**config.mk**
```make
export PLATFORM = sky130hd
export DESIGN_NAME = apb_rr_scheduler_flat
export DESIGN_NICKNAME = d
export VERILOG_FILES = /design/src/rtl/apb_rr_scheduler_pkg.sv /design/src/rtl/apb_rr_scheduler_if.sv /design/src/rtl/apb_rr_scheduler_rr_arbiter.sv /design/src/rtl/apb_rr_scheduler.sv /design/src/flat_wrapper.sv
export SDC_FILE = /design/constraint.sdc
export NUM_CORES = 1
export LEC_CHECK = 0
export BUFFER_PORTS_ARGS = -buffer_cell sky130_fd_sc_hd__buf_4
export CORE_AREA = 2 2 158 160
export DETAILED_ROUTE_END_ITERATION = 12
export DIE_AREA = 0 0 160 162
export GPL_ROUTABILITY_DRIVEN = 0
export PLACE_DENSITY = 0.55
export SLEW_MARGIN = 20
export SYNTH_ARGS = -nofsm -noshare
export SYNTH_HDL_FRONTEND = slang
export SYNTH_HIERARCHICAL = 1
export SYNTH_SLANG_ARGS = --single-unit
```
**constraint.sdc**
```tcl
create_clock -name pclk -period 5.6 [get_ports pclk]
set_clock_uncertainty 0.05 [all_clocks]
set_input_delay 0.56 -clock pclk [delete_from_list [all_inputs] [get_ports pclk]]
set_output_delay 0.56 -clock pclk [all_outputs]
set_load 0.05 [all_outputs]
```
**src/rtl/apb_rr_scheduler_pkg.sv**
```systemverilog
// Shared types for the APB round-robin scheduler.
package apb_rr_scheduler_pkg;

  typedef enum logic [1:0] {
    ST_IDLE,
    ST_SETUP,
    ST_ACCESS
  } apb_sched_state_t;

endpackage

```
**src/rtl/apb_rr_scheduler_if.sv**
```systemverilog
// Requester-side and APB-side signal bundle of the scheduler; master is the scheduler view.
interface apb_rr_scheduler_if #(
  parameter int NUM_REQ = 4,
  parameter int ADDR_W  = 32,
  parameter int DATA_W  = 32
);

  logic [NUM_REQ-1:0]             req_i;
  logic [NUM_REQ-1:0]             req_write_i;
  logic [NUM_REQ-1:0][ADDR_W-1:0] req_addr_i;
  logic [NUM_REQ-1:0][DATA_W-1:0] req_wdata_i;
  logic [NUM_REQ-1:0]             gnt_o;
  logic [NUM_REQ-1:0]             done_o;
  logic [DATA_W-1:0]              rdata_o;
  logic                           err_o;
  logic                           timeout_o;

  logic                           psel_o;
  logic                           penable_o;
  logic [ADDR_W-1:0]              paddr_o;
  logic                           pwrite_o;
  logic [DATA_W-1:0]              pwdata_o;
  logic [DATA_W-1:0]              prdata_i;
  logic                           pready_i;
  logic                           pslverr_i;

  modport master (
    input  req_i, req_write_i, req_addr_i, req_wdata_i, prdata_i, pready_i, pslverr_i,
    output gnt_o, done_o, rdata_o, err_o, timeout_o,
           psel_o, penable_o, paddr_o, pwrite_o, pwdata_o
  );

  modport slave (
    output req_i, req_write_i, req_addr_i, req_wdata_i, prdata_i, pready_i, pslverr_i,
    input  gnt_o, done_o, rdata_o, err_o, timeout_o,
           psel_o, penable_o, paddr_o, pwrite_o, pwdata_o
  );

endinterface

```
**src/rtl/apb_rr_scheduler_rr_arbiter.sv**
```systemverilog
// Round-robin pick: first set request at/after ptr, wrapping. One-hot grant plus index.
// Latency 0 (pure combinational); no backpressure, vld low when nothing requests.
module rr_arbiter #(
  parameter int N  = 4,
  parameter int IW = $clog2(N)
) (
  input  logic [N-1:0]  req,
  input  logic [IW-1:0] ptr,
  output logic [N-1:0]  gnt,
  output logic [IW-1:0] idx,
  output logic          vld
);

  always_comb begin
    gnt = '0;
    idx = '0;
    vld = 1'b0;
    for (int i = 0; i < N; i++) begin
      int j;
      j = int'(ptr) + i;
      if (j >= N) j = j - N;
      if (!vld && req[j]) begin
        vld    = 1'b1;
        gnt[j] = 1'b1;
        idx    = IW'(j);
      end
    end
  end

endmodule

```
**src/rtl/apb_rr_scheduler.sv**
```systemverilog
// Shares one APB completer between NUM_REQ requesters, round-robin, with PREADY timeout.
// Min 3 cycles per transfer (SETUP, ACCESS, IDLE); requests held off until the IDLE cycle.
module apb_rr_scheduler
  import apb_rr_scheduler_pkg::*;
#(
  parameter int NUM_REQ = 4,
  parameter int ADDR_W  = 32,
  parameter int DATA_W  = 32,
  parameter int TIMEOUT = 16
) (
  input  logic pclk,
  input  logic preset_n,
  apb_rr_scheduler_if.master bus
);

  localparam int IW = $clog2(NUM_REQ);
  localparam int CW = $clog2(TIMEOUT + 1);

  apb_sched_state_t state;
  logic [IW-1:0]      ptr_q;
  logic [IW-1:0]      idx_q;
  logic [CW-1:0]      cnt_q;
  logic [NUM_REQ-1:0] arb_gnt;
  logic [IW-1:0]      arb_idx;
  logic               arb_vld;
  logic [IW-1:0]      ptr_nxt;
  logic               xfer_end;

  rr_arbiter #(.N(NUM_REQ), .IW(IW)) u_arb (
    .req (bus.req_i),
    .ptr (ptr_q),
    .gnt (arb_gnt),
    .idx (arb_idx),
    .vld (arb_vld)
  );

  assign ptr_nxt  = (idx_q == IW'(NUM_REQ - 1)) ? '0 : idx_q + IW'(1);
  // cnt_q holds the number of the current ACCESS cycle, so abort on the TIMEOUT-th one
  assign xfer_end = bus.pready_i || (cnt_q == CW'(TIMEOUT));

  always_ff @(posedge pclk or negedge preset_n) begin
    if (!preset_n) begin
      state         <= ST_IDLE;
      ptr_q         <= '0;
      idx_q         <= '0;
      cnt_q         <= '0;
      bus.gnt_o     <= '0;
      bus.done_o    <= '0;
      bus.rdata_o   <= '0;
      bus.err_o     <= 1'b0;
      bus.timeout_o <= 1'b0;
      bus.psel_o    <= 1'b0;
      bus.penable_o <= 1'b0;
      bus.paddr_o   <= '0;
      bus.pwrite_o  <= 1'b0;
      bus.pwdata_o  <= '0;
    end else begin
      bus.done_o    <= '0;
      bus.rdata_o   <= '0;
      bus.err_o     <= 1'b0;
      bus.timeout_o <= 1'b0;
      case (state)
        ST_IDLE: begin
          if (arb_vld) begin
            idx_q        <= arb_idx;
            bus.gnt_o    <= arb_gnt;
            bus.psel_o   <= 1'b1;
            bus.paddr_o  <= bus.req_addr_i[arb_idx];
            bus.pwrite_o <= bus.req_write_i[arb_idx];
            bus.pwdata_o <= bus.req_wdata_i[arb_idx];
            state        <= ST_SETUP;
          end
        end
        ST_SETUP: begin
          bus.penable_o <= 1'b1;
          cnt_q         <= CW'(1);
          state         <= ST_ACCESS;
        end
        ST_ACCESS: begin
          if (xfer_end) begin
            bus.done_o    <= bus.gnt_o;
            bus.err_o     <= bus.pready_i ? bus.pslverr_i : 1'b1;
            bus.timeout_o <= !bus.pready_i;
            bus.rdata_o   <= (bus.pready_i && !bus.pwrite_o) ? bus.prdata_i : '0;
            ptr_q         <= ptr_nxt;
            bus.gnt_o     <= '0;
            bus.psel_o    <= 1'b0;
            bus.penable_o <= 1'b0;
            bus.paddr_o   <= '0;
            bus.pwrite_o  <= 1'b0;
            bus.pwdata_o  <= '0;
            state         <= ST_IDLE;
          end else begin
            cnt_q <= cnt_q + CW'(1);
          end
        end
        default: state <= ST_IDLE;
      endcase
    end
  end

endmodule

```
**src/flat_wrapper.sv**
```systemverilog
// flat-port wrapper written by rule: the top's interface ports become plain ports
module apb_rr_scheduler_flat import apb_rr_scheduler_pkg::*;
#(
  parameter int NUM_REQ = 4,
  parameter int ADDR_W  = 32,
  parameter int DATA_W  = 32,
  parameter int TIMEOUT = 16
)
  (pclk, preset_n, bus_req_i, bus_req_write_i, bus_req_addr_i, bus_req_wdata_i, bus_prdata_i, bus_pready_i, bus_pslverr_i, bus_gnt_o, bus_done_o, bus_rdata_o, bus_err_o, bus_timeout_o, bus_psel_o, bus_penable_o, bus_paddr_o, bus_pwrite_o, bus_pwdata_o);
  apb_rr_scheduler_if #(.NUM_REQ(NUM_REQ), .ADDR_W(ADDR_W), .DATA_W(DATA_W)) bus_i ();
  input  logic pclk;
  input  logic preset_n;
  input wire logic [$bits(bus_i.req_i)-1:0] bus_req_i;
  input wire logic [$bits(bus_i.req_write_i)-1:0] bus_req_write_i;
  input wire logic [$bits(bus_i.req_addr_i)-1:0] bus_req_addr_i;
  input wire logic [$bits(bus_i.req_wdata_i)-1:0] bus_req_wdata_i;
  input wire logic [$bits(bus_i.prdata_i)-1:0] bus_prdata_i;
  input wire logic [$bits(bus_i.pready_i)-1:0] bus_pready_i;
  input wire logic [$bits(bus_i.pslverr_i)-1:0] bus_pslverr_i;
  output wire logic [$bits(bus_i.gnt_o)-1:0] bus_gnt_o;
  output wire logic [$bits(bus_i.done_o)-1:0] bus_done_o;
  output wire logic [$bits(bus_i.rdata_o)-1:0] bus_rdata_o;
  output wire logic [$bits(bus_i.err_o)-1:0] bus_err_o;
  output wire logic [$bits(bus_i.timeout_o)-1:0] bus_timeout_o;
  output wire logic [$bits(bus_i.psel_o)-1:0] bus_psel_o;
  output wire logic [$bits(bus_i.penable_o)-1:0] bus_penable_o;
  output wire logic [$bits(bus_i.paddr_o)-1:0] bus_paddr_o;
  output wire logic [$bits(bus_i.pwrite_o)-1:0] bus_pwrite_o;
  output wire logic [$bits(bus_i.pwdata_o)-1:0] bus_pwdata_o;
  assign bus_i.req_i = bus_req_i;
  assign bus_i.req_write_i = bus_req_write_i;
  assign bus_i.req_addr_i = bus_req_addr_i;
  assign bus_i.req_wdata_i = bus_req_wdata_i;
  assign bus_i.prdata_i = bus_prdata_i;
  assign bus_i.pready_i = bus_pready_i;
  assign bus_i.pslverr_i = bus_pslverr_i;
  assign bus_gnt_o = bus_i.gnt_o;
  assign bus_done_o = bus_i.done_o;
  assign bus_rdata_o = bus_i.rdata_o;
  assign bus_err_o = bus_i.err_o;
  assign bus_timeout_o = bus_i.timeout_o;
  assign bus_psel_o = bus_i.psel_o;
  assign bus_penable_o = bus_i.penable_o;
  assign bus_paddr_o = bus_i.paddr_o;
  assign bus_pwrite_o = bus_i.pwrite_o;
  assign bus_pwdata_o = bus_i.pwdata_o;
  apb_rr_scheduler #(.NUM_REQ(NUM_REQ), .ADDR_W(ADDR_W), .DATA_W(DATA_W), .TIMEOUT(TIMEOUT)) u_core (.pclk(pclk), .preset_n(preset_n), .bus(bus_i));
endmodule
```
==> impl_metrics.json, run 1 <==
{
  "status": "complete, no violations",
  "cp-start-kind": "flop",
  "cts_tree": "yes",
  "holdWs_ps": 124.1,
  "drv_cap": 0,
  "rows": 57,
  "yosysSeqAreaShare_pct": 45.45,
  "core_um2": 24110,
  "antenna_found_initial": 0,
  "die_h_um": 162,
  "clk_pin_slew_ps": 70,
  "synth-edff-count": 0,
  "synthMuxAreaShare_pct": 22.84,
  "critical_path_class": "flop to flop",
  "r2r_end": "u_core/bus.paddr_o[9]",
  "synth_commonest_cells": "mux2i_1, dfrtp_1, a21o_1, o22ai_1, and2_1",
  "synth_top_family_by_area": "multiplexers",
  "utilization_pct": 43.60,
  "synth_xor_area_share_pct": 0,
  "synth_most_common_cell": "mux2i_1",
  "clockBufferDepth": 2,
  "grt_util_all_layers_pct": 18.67,
  "worst_slack_ps": 1359,
  "power.density_nw_per_um2": 676.8,
  "setup_viol": 0,
  "synth_fa_ha_area_share_pct": 2.083,
  "dr.pass1.iters": 4,
  "vias_per_cell": 4.718,
  "crit_fanout": 43,
  "max_freq_mhz": 235.8,
  "ff_latch_area_um2": 3003,
  "ir_worst_vdd_mv": 0.3608,
  "syn_area_um2": 6606,
  "timing.final.crit_share_pct": 75.72,
  "num_vias": 6133,
  "hp-class": "primary input to asynchronous set/reset pin",
  "wl_um": 24880,
  "busiest_layer": "met2",
  "rr_startpoint": "u_core/ptr_q[0]",
  "avgSynthCellArea_um2": 11.47,
  "ys_types": 44,
  "pre_cts_ws_ps": 1328,
  "synth_nets": 887,
  "start_util_pct": 27.41,
  "arrival_ps": 4500,
  "multi_input_area_um2": 3292,
  "synthToLayoutAreaGrowth_pct": 59.09,
  "cts-buffers-inserted": 17,
  "ys_ff_latch": 120,
  "synth_top_area_cell": "dfrtp_1",
  "synth_ff_type": "dfrtp_1",
  "use_met2_pct": 32.39,
  "rsz0062_at_grt": "no",
  "cts_max_level": 4,
  "worstMarginPinSlew_ps": 930.5,
  "grt_pass1_wl_um": 37280,
  "ctsHoldBuffers": 0,
  "ant_nets": 0,
  "drt_iter0_drc": 323,
  "synth_compound_area_share_pct": 17.18,
  "cts_sinks": 120,
  "post_cts_buffers": 0,
  "crit_required_ps": 5860,
  "diodes": 0,
  "netlist.area_leader.share_pct": 45.45,
  "grt_overflow": 0,
  "fin_nets": 1274,
  "endpoint_kind": "flop",
  "portBuffers": 408,
  "grt.met3_usage_pct": 6.359,
  "clock_latency_ps": 420,
  "leakage_nw": 5.682,
  "ys_warn_count": 6,
  "syn_inst": 576,
  "layout_min_cycle_time_ps": 4241,
  "die_area_um2": 25920,
  "drcViolationCount": 0,
  "cts_root_buffer": "clkbuf_16",
  "grt_max_degree": 71,
  "met1_usage_pct": 22.08,
  "die_w_um": 160,
  "synthSimpleGateAreaFrac_pct": 7.159,
  "drive_gt1_share_pct": 47.54,
  "r2r_setup_slack_ps": 1360,
  "drv_slew": 0,
  "hold_viol": 0,
  "yosys-top-cells-area": "dfrtp_1, mux2i_1, a21o_1, o22ai_1, and2_1",
  "cts_resized": 0,
  "wire_per_inst_um": 19.14,
  "async_reset_ff_share_pct": 100.0,
  "maxSlewHeadroom_pct": 37.97,
  "fillers": 2398,
  "rr_worst_depth": 9,
  "setup_tns_ps": 0,
  "grt_pass1_vias": 6424,
  "io_pins": 409,
  "hpwl_um": 18450
}
-- cell usage in the layout, fill, tap and decap left out, types with 2 or more instances in the layout --
master,netlist,layout
buf_4,0,415
mux2i_1,135,135
dfrtp_1,120,120
o22ai_1,65,65
a21o_1,65,65
and2_1,36,36
clkbuf_16,0,17
nor2_1,14,14
inv_1,11,11
ha_1,11,11
o21ai_0,9,9
a22oi_1,9,9
inv_6,0,6
mux2_2,5,5
clkinv_4,0,4
nand2_1,4,4
bufinv_16,0,3
a21oi_1,4,3
mux4_1,3,3
clkinv_2,0,2
nand2b_1,2,2
nor3_1,3,2
nor2b_1,2,2
nand4b_1,2,2
o2bb2ai_1,2,2
nand3_1,2,2
o211ai_1,2,2
o311ai_0,2,2
buf_12,0,2
-- state kept, by name (all words and copies together), names as in the netlist, 2 cells and up --
signal / cells
u_core/bus.done_o: 4
u_core/bus.gnt_o: 4
u_core/bus.paddr_o: 32
u_core/bus.pwdata_o: 32
u_core/bus.rdata_o: 32
u_core/cnt_q: 5
u_core/idx_q: 2
u_core/ptr_q: 2
u_core/state: 2
-- cell type report --
class                      count  share of cell area (%)
inverter                      11                  0.3929
sequential                   120                   28.57
clock inverter                15                   1.786
timing repair buffer         417                   30.02
clock buffer                  17                   4.048
tap                          324                   3.857
multi-input combinational    396                   31.32
-- through the flow --
step,cells,total power [mW],instance area (um^2)
floorplan,576,4.846,6606
global placement,1268,5.966,9893
detailed placement,1268,5.997,9893
CTS,1300,7.195,10510
global route,1300,7.535,10510
finish,1300,7.113,10510
-- where the power goes --
| part | switching (mW) | total [mW] | leakage [nW] | internal, mW |
|---|---|---|---|---|
| clock | 0.456 | 1.17 | 0.303 | 0.710 |
| sequential | 0.214 | 1.40 | 1.56 | 1.18 |
| combinational | 2.70 | 4.55 | 3.82 | 1.85 |
-- how the worst max path moves through the flow --
| stage | from | end | slack, ps | cells after the start |
|---|---|---|---|---|
| after floorplan | u_core/ptr_q[0] | u_core/bus.paddr_o[12] | 2450 | 12 |
| after global placement | u_core/ptr_q[0] | u_core/bus.paddr_o[9] | 1420 | 9 |
| after detailed placement | u_core/ptr_q[0] | u_core/bus.paddr_o[9] | 1330 | 9 |
| after CTS | u_core/ptr_q[0] | u_core/bus.paddr_o[9] | 1340 | 9 |
| after global routing | u_core/ptr_q[0] | u_core/bus.paddr_o[9] | 1000 | 9 |
| final | u_core/ptr_q[0] | u_core/bus.paddr_o[9] | 1360 | 9 |
-- kinds of logic after synthesis --
kind of cell    Yosys count
buf+inv                  60
flops                   120
compound gates          165
mux                     144
fa+ha+maj                11
simple gates             76
-- layer usage --
layer	share of wire [%]	wire, um
met2	50	12470
met3	8.5	2122
met5	0	0
met1	40	9949
met4	1.4	341
-- critical path, stage by stage, from the launching register on --
cell and delay (ps):
dfrtp_1 680, inv_1 190, ha_1 390, mux4_2 440
o311ai_0 470, a32o_4 790, buf_12 370, mux2i_1 410
o22ai_1 130, a21o_1 180
(Power assumes the default switching activity.)
==> run 2, diff against run 1 <==
--- a/config.mk
+++ b/config.mk
@@ -6,9 +6,9 @@
 export NUM_CORES = 1
 export LEC_CHECK = 0
 export BUFFER_PORTS_ARGS = -buffer_cell sky130_fd_sc_hd__buf_4
-export CORE_AREA = 2 2 158 160
+export CORE_AREA = 2 2 159 161
 export DETAILED_ROUTE_END_ITERATION = 12
-export DIE_AREA = 0 0 160 162
+export DIE_AREA = 0 0 161 163
 export GPL_ROUTABILITY_DRIVEN = 0
 export PLACE_DENSITY = 0.55
 export SLEW_MARGIN = 20
==> constraint.sdc (replaced) <==
create_clock -name pclk -period 4.05 [get_ports pclk]
set_clock_uncertainty 0.05 [all_clocks]
set_input_delay 0.405 -clock pclk [delete_from_list [all_inputs] [get_ports pclk]]
set_output_delay 0.405 -clock pclk [all_outputs]
set_load 0.05 [all_outputs]
==> run 2 against run 1 <==
Net effect: non-clock buffer count rose by 6; combinational power rose by 40%; critical endpoint is now u_core/bus.paddr_o[13]; sequential share of layout area fell by 0.30 points; critical path type unchanged; sequential cell count stayed put.
==> impl_metrics.json, run 2 (synthesis results as in run 1) <==
{
  "drive_gt1_share_pct": 47.76,
  "num_vias": 6112,
  "power_frac_clock_pct": 16.9,
  "seqPwrFrac_pct": 19.3,
  "layout_min_cycle_time_ps": 3704,
  "grt_util_all_layers_pct": 17.99,
  "leakage_nw": 5.736,
  "route.layer.met1.wl_um": 9849,
  "met3_length_um": 2091,
  "ant_nets": 0,
  "drt_iter0_drc": 331,
  "maxSlewHeadroom_pct": 39.92,
  "hpwl_um": 18300,
  "rows": 58,
  "p_sw_mw": 4.691,
  "power.density_nw_per_um2": 942.6,
  "arrival_ps": 3950,
  "grt_pass1_wl_um": 36430,
  "grt_pass1_vias": 6348,
  "synthToLayoutAreaGrowth_pct": 60.76,
  "utilization_pct": 43.04,
  "layout_common_cells": "buf_4, mux2i_1, dfrtp_1",
  "cts_sinks": 120,
  "vias_per_cell": 4.655,
  "wire_per_inst_um": 18.51,
  "internal_power_mw": 5.320,
  "core_um2": 24670,
  "timing.final.crit_share_pct": 91.45,
  "die_w_um": 161,
  "ctsHoldBuffers": 0,
  "swShare_pct": 46.86,
  "setup_tns_ps": 0,
  "dr.pass1.iters": 5,
  "io_pins": 409,
  "cts_resized": 0,
  "grt_overflow": 0,
  "power_frac_comb_pct": 63.8,
  "start_util_pct": 26.77,
  "cts_max_level": 4,
  "setup_viol": 0,
  "endpoint_kind": "flop",
  "grt_max_degree": 66,
  "cp-start-kind": "flop",
  "rsz0062_at_grt": "no",
  "drv_cap": 0,
  "crit_fanout": 22,
  "layout_commonest_cell": "buf_4",
  "worstMarginPinSlew_ps": 901.2,
  "max_freq_mhz": 270.0,
  "clock_latency_ps": 420,
  "wl_met2_um": 11990,
  "p_total_mw": 10.01,
  "cts_root_buffer": "clkbuf_16",
  "drv_slew": 0,
  "crit_required_ps": 4300,
  "clk_pin_slew_ps": 70,
  "wl_um": 24300,
  "critical_path_class": "flop to flop",
  "hold_viol": 0,
  "hp-class": "primary input to asynchronous set/reset pin",
  "antenna_found_initial": 1,
  "fin_nets": 1280,
  "top_regs": "u_core/bus.paddr_o x32, u_core/bus.pwdata_o x32, u_core/bus.rdata_o x32",
  "die_h_um": 163,
  "status": "complete, no violations",
  "clockBufferDepth": 2,
  "drcViolationCount": 0,
  "cts-buffers-inserted": 17,
  "post_cts_buffers": 0,
  "ir_worst_vdd_mv": 0.5915,
  "portBuffers": 408,
  "fillers": 2440,
  "top_layer": "met4",
  "cts_tree": "yes",
  "die_area_um2": 26240
}
## run 2: critical path: stages (launching register included)
cell and delay, ps:
dfrtp_1 550, inv_1 180, ha_1 380, mux4_2 440, o311ai_0 480, a32o_4 520, buf_4 380, mux2i_1 290
o22ai_1 110, a21o_1 180
## run 2: layer usage
metal | global-route usage [%] | vias up
met5 | 0 | -
met4 | 5.357 | 0
met3 | 5.475 | 21
met2 | 30.41 | 286
met1 | 22.16 | 2881
li1 | - | 2924
## run 2: worst paths after layout
check                                        from                     end  slack, ps  depth (start not counted)
setup / recovery                  u_core/ptr_q[1]  u_core/bus.paddr_o[13]        350                          9
hold / removal                           preset_n  u_core/bus.paddr_o[16]         60                          1
setup reg to reg                  u_core/ptr_q[1]  u_core/bus.paddr_o[13]        350                          9
hold reg to reg            u_core/bus.pwdata_o[1]  u_core/bus.pwdata_o[1]        420                          1
max in group asynchronous                preset_n  u_core/bus.rdata_o[20]       3030                          2
min in group pclk                bus_prdata_i[15]  u_core/bus.rdata_o[15]        140                          2
## run 2: power groups by stage
stage          combinational [mW]  sequential, mW  clock [mW]
2_1_floorplan                3.61            3.09           0
3_5_place_dp                 6.46            1.94           0
6_report                     6.39            1.93        1.69
4_1_cts                      6.46            1.93        1.75
3_3_place_gp                 6.42            1.94           0
5_1_grt                      6.80            1.98        1.81
## run 2: final cells by class
type / instances / area, um^2 / area share (%)
multi-input combinational: 396 / 3288 / 30.96
timing repair buffer: 423 / 3226 / 30.37
sequential: 120 / 3003 / 28.28
clock buffer: 18 / 439.2 / 4.135
tap: 330 / 412.9 / 3.888
clock inverter: 14 / 207.7 / 1.956
inverter: 11 / 41.29 / 0.3888
antenna: 1 / 2.502 / 0.02356
## run 2: per-stage QoR
stage / hold WS [ps] / setup slack [ps] / std cells / instance area (um^2)
after global routing: 123.0 / 102.2 / 1313 / 10620
after floorplan: 59.41 / 896.7 / 576 / 6606
final: 56.78 / 346.1 / 1313 / 10620
after global placement: 410.8 / 474.6 / 1280 / 9971
after detailed placement: 416.4 / 354.3 / 1280 / 9971
after CTS: 79.76 / 322.9 / 1312 / 10620
==> run 3, diff against run 2 <==
--- a/config.mk
+++ b/config.mk
@@ -5,14 +5,14 @@
 export SDC_FILE = /design/constraint.sdc
 export NUM_CORES = 1
 export LEC_CHECK = 0
+export ABC_AREA = 1
 export BUFFER_PORTS_ARGS = -buffer_cell sky130_fd_sc_hd__buf_4
-export CORE_AREA = 2 2 159 161
+export CORE_MARGIN = 2
+export CORE_UTILIZATION = 30
 export DETAILED_ROUTE_END_ITERATION = 12
-export DIE_AREA = 0 0 161 163
 export GPL_ROUTABILITY_DRIVEN = 0
-export PLACE_DENSITY = 0.55
+export PLACE_DENSITY = 0.58
 export SLEW_MARGIN = 20
 export SYNTH_ARGS = -nofsm -noshare
 export SYNTH_HDL_FRONTEND = slang
-export SYNTH_HIERARCHICAL = 1
 export SYNTH_SLANG_ARGS = --single-unit
==> run 3 against run 2 <==
Net effect: the run now ends with negative hold slack left; setup slack better by 450 ps; register-to-register slack better by 450 ps; highest routed layer unchanged; design area up 6.1%; die area down 0.53%; count of clock-buffer cells in the layout unchanged; total power up 9.7%; critical path type unchanged; combinational power up 19%; critical path depth up 4; sequential cell count unchanged.
==> impl_metrics.json, run 3 <==
{
  "synthMuxAreaShare_pct": 0,
  "p_total_mw": 10.98,
  "syn_area_um2": 7448,
  "async_reset_ff_share_pct": 100.0,
  "grt_overflow": 0,
  "path_cells": "inv_4 -> ha_1 -> inv_1 -> nand3_1 -> nand2_1 -> a21oi_1 -> nand2_4 -> nand3_4 -> buf_12 -> nand2_1 -> nand3_1 -> nand3_1 -> nand2_1",
  "ys_ff_latch": 120,
  "setup_tns_ps": 0,
  "synthToLayoutAreaGrowth_pct": 51.28,
  "start_util_pct": 30.63,
  "timing.final.crit_share_pct": 80.36,
  "synth_ff_type": "dfrtp_1",
  "crit_required_ps": 4340,
  "drv_slew": 0,
  "top_regs": "u_core.bus.paddr_o x32, u_core.bus.pwdata_o x32, u_core.bus.rdata_o x32",
  "max_freq_mhz": 307.2,
  "final_area_um2": 11270,
  "synthSimpleGateAreaFrac_pct": 44.92,
  "pre_cts_ws_ps": 869.6,
  "synth_xor_area_share_pct": 0,
  "io_pins": 409,
  "vias_per_cell": 4.856,
  "diodes": 0,
  "yosysSeqAreaShare_pct": 40.32,
  "holdWs_ps": -16.30,
  "fin_nets": 1732,
  "cts_max_level": 4,
  "num_vias": 8557,
  "grt_max_degree": 99,
  "crit_start": "u_core.ptr_q[0]",
  "antenna_found_initial": 0,
  "leakage_nw": 6.139,
  "yosys-top-cells-area": "dfrtp_1, nand2_1, nand3_1, nand4_1, inv_1",
  "cts-buffers-inserted": 17,
  "hp-class": "primary input to asynchronous set/reset pin",
  "synth_fa_ha_area_share_pct": 1.176,
  "dr.pass1.iters": 5,
  "power.density_nw_per_um2": 974.7,
  "wire_per_inst_um": 16.92,
  "core_um2": 24320,
  "r2r_setup_slack_ps": 800,
  "grt_util_all_layers_pct": 22.61,
  "critical_path_class": "flop to flop",
  "rr_worst_depth": 13,
  "die_h_um": 161.6,
  "die_w_um": 161.6,
  "ir_worst_vdd_mv": 0.9039,
  "layout_common_cells": "buf_4, nand2_1, nand3_1",
  "setup_viol": 0,
  "dp.cells": 1730,
  "ctsHoldBuffers": 0,
  "post_dp_cell_area_um2": 10710,
  "arrival_ps": 3550,
  "layout.cells.non_filler": 1762,
  "cts_tree": "yes",
  "post_cts_buffers": 0,
  "synth_top_area_cell": "dfrtp_1",
  "r2r_end": "u_core.bus.pwdata_o[21]",
  "hold_viol": 6,
  "drt_iter0_drc": 707,
  "synth_most_common_cell": "nand2_1",
  "drcViolationCount": 0,
  "rows": 57,
  "crit_fanout": 98,
  "clockBufferDepth": 2,
  "endpoint_kind": "flop",
  "wl_um": 29820,
  "syn_inst": 1059,
  "grt_pass1_vias": 8287,
  "grt_pass1_wl_um": 46300,
  "cp_top_family": "simple AND/OR/NAND/NOR gates",
  "worst_slack_ps": 795.3,
  "crit_path_top_delay_cell": "dfrtp_1",
  "maxSlewHeadroom_pct": 49.63,
  "layout_commonest_cell": "buf_4",
  "synth_top_family_by_area": "simple AND/OR/NAND/NOR gates",
  "clock_latency_ps": 410,
  "hpwl_um": 21680,
  "die_area_um2": 26100,
  "rsz0062_at_grt": "no",
  "avgSynthCellArea_um2": 7.033,
  "rr_startpoint": "u_core.ptr_q[0]",
  "synth_commonest_cells": "nand2_1, nand3_1, inv_1, dfrtp_1, nand4_1",
  "netlist.area_leader.share_pct": 40.32,
  "synth-edff-count": 0,
  "cts_resized": 0,
  "synth_compound_area_share_pct": 1.865,
  "ys_warn_count": 0,
  "status": "finished, violations left",
  "synth_nets": 1366,
  "utilization_pct": 46.33,
  "worstPathBufferInverterCount": 3,
  "drv_cap": 0,
  "slowest_delay_ps": 600,
  "portBuffers": 408,
  "cts_sinks": 120,
  "cp-start-kind": "flop",
  "critical_path_depth": 13,
  "ys_types": 33,
  "layout_min_cycle_time_ps": 3255,
  "drive_gt1_share_pct": 33.59,
  "ant_nets": 0,
  "worstMarginPinSlew_ps": 755.6,
  "violations": "negative hold slack",
  "cts_root_buffer": "clkbuf_16",
  "clk_pin_slew_ps": 60
}
==> run 3: cell types whose count changed after synthesis, sizes merged, moves of 32 or more <==
cell	before	now
nand2	4	301
nand3	2	213
mux2i	135	0
inv	11	126
nand4	0	100
a21o	65	0
o22ai	65	5
nor2	14	55
and2	36	0
or2	1	33
==> run 3: layer usage <==
layer / vias up / GRT usage (%) / share of wire [%]
met4: 0 / 5.804 / 1.7
li1: 4182 / - / -
met3: 31 / 5.778 / 8.5
met2: 381 / 37.67 / 49
met5: - / 0 / 0
met1: 3963 / 29.26 / 41
==> run 3: report_power, final <==
group,internal (mW),switching (mW)
logic,2.31,5.32
registers,1.67,0.253
clock network,0.812,0.623
==> run 3: cell families after synthesis <==
kind of cell | Yosys count
AOI/OAI and AO/OA | 23
adders and majority gates | 7
buffers and inverters | 204
DFF | 120
and+or+nand+nor | 705
==> run 3: how the worst max path moves through the flow <==
stage | end
after detailed placement | u_core.bus.pwdata_o[21]
after global routing | u_core.bus.pwdata_o[21]
after CTS | u_core.bus.pwdata_o[21]
after global placement | u_core.bus.pwdata_o[27]
final | u_core.bus.pwdata_o[21]
after floorplan | u_core.bus.pwrite_o
==> run 3: area by class of cell <==
type | count | area, um^2
Clock buffer | 18 | 439.2
Clock inverter | 14 | 115.1
Fill cell | 2533 | 13050
Inverter | 126 | 478.0
Multi-Input combinational cell | 735 | 3600
Sequential cell | 120 | 3003
Tap cell | 324 | 405.4
Timing Repair Buffer | 425 | 3228
